===== config.mk =====
export PLATFORM = sky130hd
export DESIGN_NAME = decrypt_frame_buffer
export DESIGN_NICKNAME = d
export VERILOG_FILES = /design/src/rtl/decrypt_frame_buffer.sv
export SDC_FILE = /design/constraint.sdc
export NUM_CORES = 1
export LEC_CHECK = 0
export ABC_AREA = 0
export CAP_MARGIN = 20
export CORE_UTILIZATION = 35
export CTS_CLUSTER_DIAMETER = 120
export CTS_CLUSTER_SIZE = 20
export DETAILED_ROUTE_END_ITERATION = 8
export PLACE_DENSITY = 0.62
export SETUP_SLACK_MARGIN = 0.5
export SLEW_MARGIN = 0
export SYNTH_ARGS = -nofsm -noshare
export SYNTH_HDL_FRONTEND = slang
export SYNTH_SLANG_ARGS = --single-unit

===== constraint.sdc =====
create_clock -name clock -period 19.1 [get_ports clock]
set_input_delay 3.82 -clock clock [delete_from_list [all_inputs] [get_ports clock]]
set_output_delay 3.82 -clock clock [all_outputs]
set_load 0.05 [all_outputs]

===== src/rtl/decrypt_frame_buffer.sv =====
// Realigns decrypter output with a delayed in_valid, packs bytes into frames and
// streams them from two ping-pong banks. Optional frame XOR port: DECRYPT_FRAME_XOR_EN.
module decrypt_frame_buffer #(
    parameter int N           = 8,
    parameter int FRAME_BYTES = 32,
    parameter int PIPE_LAT    = 5
) (
    input  logic         clock,
    input  logic         reset,
    input  logic         in_valid,
    input  logic [N-1:0] data,
    output logic         out_valid,
    input  logic         out_ready,
    output logic [N-1:0] out_data,
    output logic         out_last,
    output logic         frame_done,
    output logic         overflow
`ifdef DECRYPT_FRAME_XOR_EN
    ,
    output logic [N-1:0] frame_xor
`endif
);

    localparam int IDX_W = $clog2(FRAME_BYTES);
    localparam logic [IDX_W-1:0] LAST_IDX = IDX_W'(FRAME_BYTES - 1);

    typedef enum logic [1:0] {
        BANK_EMPTY,
        BANK_FILLING,
        BANK_FULL
    } bank_state_e;

    logic [PIPE_LAT-1:0] vdly_q, vdly_d;
    logic                byte_valid;
    bank_state_e         bank_q [2];
    bank_state_e         bank_d [2];
    logic [N-1:0]        mem_q  [2][FRAME_BYTES];
    logic                wr_bank_q, wr_bank_d;
    logic                rd_bank_q, rd_bank_d;
    logic [IDX_W-1:0]    wr_idx_q, wr_idx_d;
    logic [IDX_W-1:0]    rd_idx_q, rd_idx_d;
    logic                frame_done_q, frame_done_d;
    logic                overflow_q, overflow_d;
    logic                rd_xfer, rd_free;
    logic                wr_full, wr_en, wr_last;

    always_comb begin
        vdly_d[0] = in_valid;
        for (int unsigned i = 1; i < PIPE_LAT; i++) begin
            vdly_d[i] = vdly_q[i-1];
        end
    end

    assign byte_valid = vdly_q[PIPE_LAT-1];

    // A bank freed this cycle counts as empty for the incoming byte.
    assign wr_full = (bank_q[wr_bank_q] == BANK_FULL) && !(rd_free && (rd_bank_q == wr_bank_q));
    assign wr_en   = byte_valid && !wr_full;
    assign wr_last = (wr_idx_q == LAST_IDX);

    always_ff @(posedge clock or posedge reset) begin
        if (reset) begin
            vdly_q       <= '0;
            bank_q[0]    <= BANK_EMPTY;
            bank_q[1]    <= BANK_EMPTY;
            wr_bank_q    <= 1'b0;
            rd_bank_q    <= 1'b0;
            wr_idx_q     <= '0;
            rd_idx_q     <= '0;
            frame_done_q <= 1'b0;
            overflow_q   <= 1'b0;
        end else begin
            vdly_q       <= vdly_d;
            bank_q[0]    <= bank_d[0];
            bank_q[1]    <= bank_d[1];
            wr_bank_q    <= wr_bank_d;
            rd_bank_q    <= rd_bank_d;
            wr_idx_q     <= wr_idx_d;
            rd_idx_q     <= rd_idx_d;
            frame_done_q <= frame_done_d;
            overflow_q   <= overflow_d;
        end
    end

    always_comb begin
        for (int unsigned b = 0; b < 2; b++) begin
            bank_d[b] = bank_q[b];
            if (rd_free && (rd_bank_q == 1'(b))) begin
                bank_d[b] = BANK_EMPTY;
            end
            if (wr_en && (wr_bank_q == 1'(b))) begin
                bank_d[b] = wr_last ? BANK_FULL : BANK_FILLING;
            end
        end
        rd_idx_d     = rd_xfer ? (rd_free ? '0 : rd_idx_q + 1'b1) : rd_idx_q;
        rd_bank_d    = rd_bank_q ^ rd_free;
        wr_idx_d     = wr_en ? (wr_last ? '0 : wr_idx_q + 1'b1) : wr_idx_q;
        wr_bank_d    = wr_bank_q ^ (wr_en && wr_last);
        frame_done_d = wr_en && wr_last;
        overflow_d   = overflow_q | (byte_valid && wr_full);
    end

    always_comb begin
        out_valid  = (bank_q[rd_bank_q] == BANK_FULL);
        out_last   = out_valid && (rd_idx_q == LAST_IDX);
        out_data   = mem_q[rd_bank_q][rd_idx_q];
        rd_xfer    = out_valid && out_ready;
        rd_free    = rd_xfer && out_last;
        frame_done = frame_done_q;
        overflow   = overflow_q;
    end

    always_ff @(posedge clock or posedge reset) begin
        if (reset) begin
            for (int unsigned b = 0; b < 2; b++) begin
                for (int unsigned i = 0; i < FRAME_BYTES; i++) begin
                    mem_q[b][i] <= '0;
                end
            end
        end else if (wr_en) begin
            mem_q[wr_bank_q][wr_idx_q] <= data;
        end
    end

`ifdef DECRYPT_FRAME_XOR_EN
    logic [N-1:0] xor_q [2];
    logic [N-1:0] xor_d [2];

    always_comb begin
        for (int unsigned b = 0; b < 2; b++) begin
            xor_d[b] = xor_q[b];
            if (rd_free && (rd_bank_q == 1'(b))) begin
                xor_d[b] = '0;
            end
            if (wr_en && (wr_bank_q == 1'(b))) begin
                xor_d[b] = xor_d[b] ^ data;
            end
        end
    end

    always_ff @(posedge clock or posedge reset) begin
        if (reset) begin
            xor_q[0] <= '0;
            xor_q[1] <= '0;
        end else begin
            xor_q[0] <= xor_d[0];
            xor_q[1] <= xor_d[1];
        end
    end

    assign frame_xor = xor_q[rd_bank_q];
`endif

endmodule


# Word-level counts from Yosys, hierarchy flattened
# Cells that the tools add are included.
[classes] n_bitwise=9 eq_ne=5 magnitude_cmp=6 reduce_logical=18 addsub=2 muxes=24
[ops] operator="$mux 256" count=4
[ops] operator="$bwmux 512" count=1
[ops] operator="$demux 256 s1" count=1
[ops] operator="$bmux 8 s5" count=1
[ops] operator="$demux 8 s5" count=1
[ops] operator="$mux 8" count=3
[ops] operator="$mux 2" count=11
[ops] operator="$logic_and 1x1->1" count=14
[ops] operator="$ge 6x6->1 const B" count=2
[ops] operator="$not 5->6" count=2
[ops] operator="$add 5x1->5 const B" count=2
[ops] operator="$eq 5x5->1 const B" count=2
[ops] operator="$mux 5" count=2
[ops] operator="$lt 6x1->1 const B" count=1
[ops] operator="$eq 2x2->1 const B" count=2
[ops] operator="$ge 2x2->1 const B" count=2
[ops] operator="$not 1->2" count=2
[ops] operator="$reduce_bool 2->1" count=2
[ops] operator="$logic_not 1->1" count=2
[ops] operator="$lt 2x1->1 const B" count=1
[ops] operator="$not 1->1" count=2
[ops] operator="$xor 1x1->1" count=2
[ops] operator="$eq 1x1->1" count=1
[ops] operator="$or 1x1->1" count=1
[totals] output_inout_bits=12 register_bits=535 elab_cells=137 in_bits=12

# Depth between registers and ports, before layout
[logic_depth] ltp_word=14 ltp_mapped=12 depth_no_buf=8

# Least setup slack after synthesis
# OpenSTA, ideal clock, no wires.
[synth_path] kind="register -> output" from="register rd_bank_q" to="output out_last" n_path_buf=4 setup_slack_ps=12243 stages_incl_launch_ff=7 required_ps=15280 arrival_ps=3037 cell_sequence="dfrtp_1 -> buf_2 -> buf_2 -> buf_4 -> buf_2 -> o31ai_1 -> and2_1"
[synth_between] elab_chain_cells=6
[synth_lines] element="start, declared" line="39" text="logic rd_bank_q, rd_bank_d;"
[synth_lines] element="start signal, assigned" line="77" text="rd_bank_q <= rd_bank_d;"
[synth_lines] element="$not 1->2 (implied by the code)" line="104" text="out_valid = (bank_q[rd_bank_q] == BANK_FULL);"
[synth_lines] element="$mux 2 (implied by the code) (3 in series)" line="104"
[synth_lines] element="$eq 2x2->1" line="104"
[synth_lines] element="via out_valid" line="12" text="output logic out_valid,"
[synth_lines] element="$logic_and 1x1->1" line="105" text="out_last = out_valid && (rd_idx_q == LAST_IDX);"
[synth_lines] element="end, declared" line="15" text="output logic out_last,"
# The timed path passes the listed nets, and every way through them passes these cells. The select of a mux whose other input is x is not followed.

# Worst setup path in the final report
[layout_path] from="register rd_bank_q" to="output out_data[1]"
[layout_between] elab_chain_cells=7
[layout_lines] element="$not 1->2 (implied by the code)" line="106" text="out_data = mem_q[rd_bank_q][rd_idx_q];"
[layout_lines] element="$mux 256 (implied by the code) (3 in series)" line="106"
[layout_lines] element="$bmux 8 s5" line="106"
[layout_lines] element="$mux 8 (implied by the code) (2 in series)" line="106"
[layout_lines] element="end, declared" line="14" text="output logic [N-1:0] out_data,"
# No other way between the ends. The select of a mux whose other input is x is not followed.

==> impl_metrics.py <==
metrics = {
    "placement": {
        "port_buffers": 23,
        "hpwl_mm": 38.8,
        "place_congestion": 0.831,
        "dp_cells": 2479,
    },
    "floorplan": {
        "top_level_ports": 24,
        "fp-row-count": 96,
        "die_area_um2": 71500,
        "fp.dieH_um": 267,
        "initial_core_util_pct": 35.6,
        "fp.coreArea_um2": 69200,
        "die_w_um": 267,
    },
    "worst_setup_path": {
        "worstReg2RegStart": "rd_idx_q[0]$_DFFE_PP0P_",
        "arrival_ns": 5.34,
        "critPathRequiredTime_ns": 15.28,
        "critPathMaxFanout": 43,
        "end_kind": "primary output",
        "worstSetupPathType": "reg -> out",
        "r2r_setup_slack_ns": 14.44,
        "start_kind": "register",
        "worstSetupStartpoint": "rd_bank_q$_DFF_PP0_",
    },
    "worst_hold_path": {
        "min_path_type": "reg -> reg",
        "min_from": "vdly_q[1]$_DFF_PP0_",
    },
    "yosys": {
        "synth_edf_count": 0,
        "yosys.area_share.adder_pct": 0.457,
        "ys_seq_area_share_pct": 54.3,
        "ys_ff_latch": 535,
        "synth_compound_area_share_pct": 2.29,
        "synth_top_area_share_pct": 54.3,
        "synth_warnings": 0,
        "synth_xor_area_share_pct": 0.0711,
        "synth-simple-area-share_pct": 3.92,
        "syn_inst": 1620,
        "synthMuxAreaShare_pct": 36.6,
        "async_flop_share_pct": 100,
        "synthTopCellsByArea": "dfrtp_1, mux2_2, mux4_2, mux2i_1, clkbuf_1",
        "synth_area_per_cell_um2": 15.2,
        "yosysTopAreaCell": "dfrtp_1",
        "syn_area_um2": 24600,
        "synth_cell_type_count": 48,
        "syn_nets": 1641,
        "synthFlopType": "dfrtp_1",
        "synth_top_family_by_area": "multiplexers",
    },
    "job": {
        "drv_cap": 0,
    },
    "detailed_routing": {
        "wire_per_inst_um": 24.2,
        "antenna_left": 0,
        "via_per_inst": 5.55,
        "drtPass1Iterations": 7,
        "drt_iter0_drc": 919,
        "via_count": 14000,
        "wl_mm": 60.8,
        "drc": 0,
    },
    "sta": {
        "slew_headroom_pct": 31.6,
        "finalCritPeriodShare_pct": 48.0,
        "setup_tns_ns": 0,
        "max_freq_mhz": 109,
        "fin_crit_ns": 9.16,
        "timing.final.hold_violations": 0,
        "finalClockSkew_ns": 0.0133,
        "setup_viol": 0,
        "rsz0062_at_grt": "false",
        "drv_slew": 0,
        "worst_pin_slew_ns": 1.03,
        "whs_ns": 0.342,
    },
    "pwr": {
        "combinationalPowerShare_pct": 24.9,
        "clkPwrFrac_pct": 21.5,
        "power_frac_seq_pct": 53.6,
        "power_density_nw_per_um2": 115,
        "p_total_uw": 3050,
        "leakagePower_uw": 0.0120,
        "peakVddDrop_mv": 0.0732,
        "p_sw_share_pct": 29.1,
        "p_int_uw": 2170,
        "power.switching_uw": 888,
    },
    "final_layout": {
        "layout_commonest_cell": "dfrtp_1",
        "final_cell_mix": "dfrtp_1, mux2_2, mux4_2",
        "layout.cells.non_filler": 2514,
        "nNetsFinal": 1602,
        "syn_to_final_growth_pct": 7.68,
        "drive_gt1_share_pct": 47.0,
        "num-fill-cells": 6521,
        "multi_input_area_um2": 10700,
        "final_core_util_pct": 38.4,
        "diodes": 0,
        "seq_area_um2": 13400,
    },
    "clock_tree": {
        "cts_sinks": 535,
        "cts_root_buf": "clkbuf_16",
        "cts_tree": "done",
        "cts_setup_buffers": 0,
        "cts_hold_buf": 0,
        "cts_max_level": 1,
        "post_cts_resized": 0,
        "cts_max_path_buffers": 3,
        "clkTransAtPathRegs_ns": 0.09,
        "insertion_delay_ns": 0.61,
        "cts_inserted_buffers": 30,
    },
    "run_status": {
        "outcome": "finished, final reports clean",
    },
    "global_routing": {
        "antenna_found_initial": 4,
        "grt_overflow": 0,
        "grt_pass1_vias": 14700,
        "grt_pass1_wl_mm": 94.6,
        "grt_max_degree": 174,
        "grt.total_usage_pct": 17.4,
    },
}
-- critical path, stage by stage, from the launching register on --
cell	delay (ns)
dfrtp_4	0.92
buf_4	0.79
buf_4	0.71
mux4_2	0.59
mux2_2	0.30
a221o_1	0.40
o21ai_0	0.15
nand2_1	0.09
clkdlybuf4s50_1	0.70
-- per-layer routing --
| metal | track usage, % | part of all wire [%] |
|---|---|---|
| met5 | 0 | 0.033 |
| met4 | 4.27 | 2.3 |
| met3 | 3.26 | 5.0 |
| met2 | 27.8 | 47 |
| met1 | 24.5 | 45 |
-- flip-flops by register name (all words and copies together) (netlist names) --
register / cells
rd_bank_q: 1
mem_q: 512
wr_idx_q: 5
rd_idx_q: 5
overflow: 1
bank_q: 4
wr_bank_q: 1
frame_done: 1
vdly_q: 5
-- synth_stat cells (3+ instances only) --
cell and count:
nand2_1 43, and3_1 3, ha_1 9, nor2_1 17, mux2_2 510, o221ai_1 3
nand2b_1 5, buf_1 15, nor2_2 16, nor2b_1 6, o22ai_1 5, nand4_1 8
a2bb2oi_1 4, mux2i_1 36, o21ai_0 18, a31o_2 4, mux4_2 126, a221o_1 3
nand3b_1 3, a22oi_1 18, a21oi_1 17, inv_1 14, o31ai_1 3, nand3_1 46
and2_1 3, nor3_1 7, mux2_1 8, clkbuf_1 71, nand3_2 13, buf_2 24
dfrtp_1 535, buf_4 9
-- logic make-up (layout without fill, tap and decap cells) --
kind of cell / Yosys count / after routing
AND/OR/NAND/NOR: 178 / 178
buffers and inverters: 133 / 96
multiplexers: 680 / 680
XOR/XNOR: 2 / 2
flip-flops: 535 / 535
AO/OA/AOI/OAI: 83 / 83
adder cells (fa/ha/maj): 9 / 9
-- final cells by class --
class / instances / area share, %
Sequential cell: 535 / 50.5
Multi-Input combinational cell: 952 / 40.3
Tap cell: 931 / 4.39
Clock buffer: 33 / 2.95
Timing Repair Buffer: 48 / 1.59
Inverter: 14 / 0.212
Clock inverter: 1 / 0.0283
-- through the flow --
step / setup slack (ns) / instance area [um2]
floorplan: 8.01 / 24600
global placement: 10.40 / 25700
detailed placement: 10.43 / 25700
CTS: 9.77 / 26500
global route: 9.51 / 26500
finish: 9.94 / 26500
-- power groups by stage --
| stage | combinational, uW | sequential (uW) | clock (uW) |
|---|---|---|---|
| 3_3_place_gp | 745 | 1640 | 0 |
| 4_1_cts | 769 | 1630 | 676 |
| 5_1_grt | 814 | 1680 | 713 |
| 6_report | 760 | 1640 | 658 |
| 3_5_place_dp | 767 | 1660 | 0 |
| 2_1_floorplan | 620 | 1580 | 0 |
-- worst paths after layout --
check                                    endpoint  cells after the start
max                                   out_data[1]                      8
min                           vdly_q[2]$_DFF_PP0_                      0
max reg2reg                mem_q[390]$_DFFE_PP0P_                     10
min reg2reg                   vdly_q[2]$_DFF_PP0_                      0
max in group asynchronous  mem_q[116]$_DFFE_PP0P_                      5
min in group asynchronous     vdly_q[0]$_DFF_PP0_                      2
No activity file was read; power rests on OpenSTA's default activity.
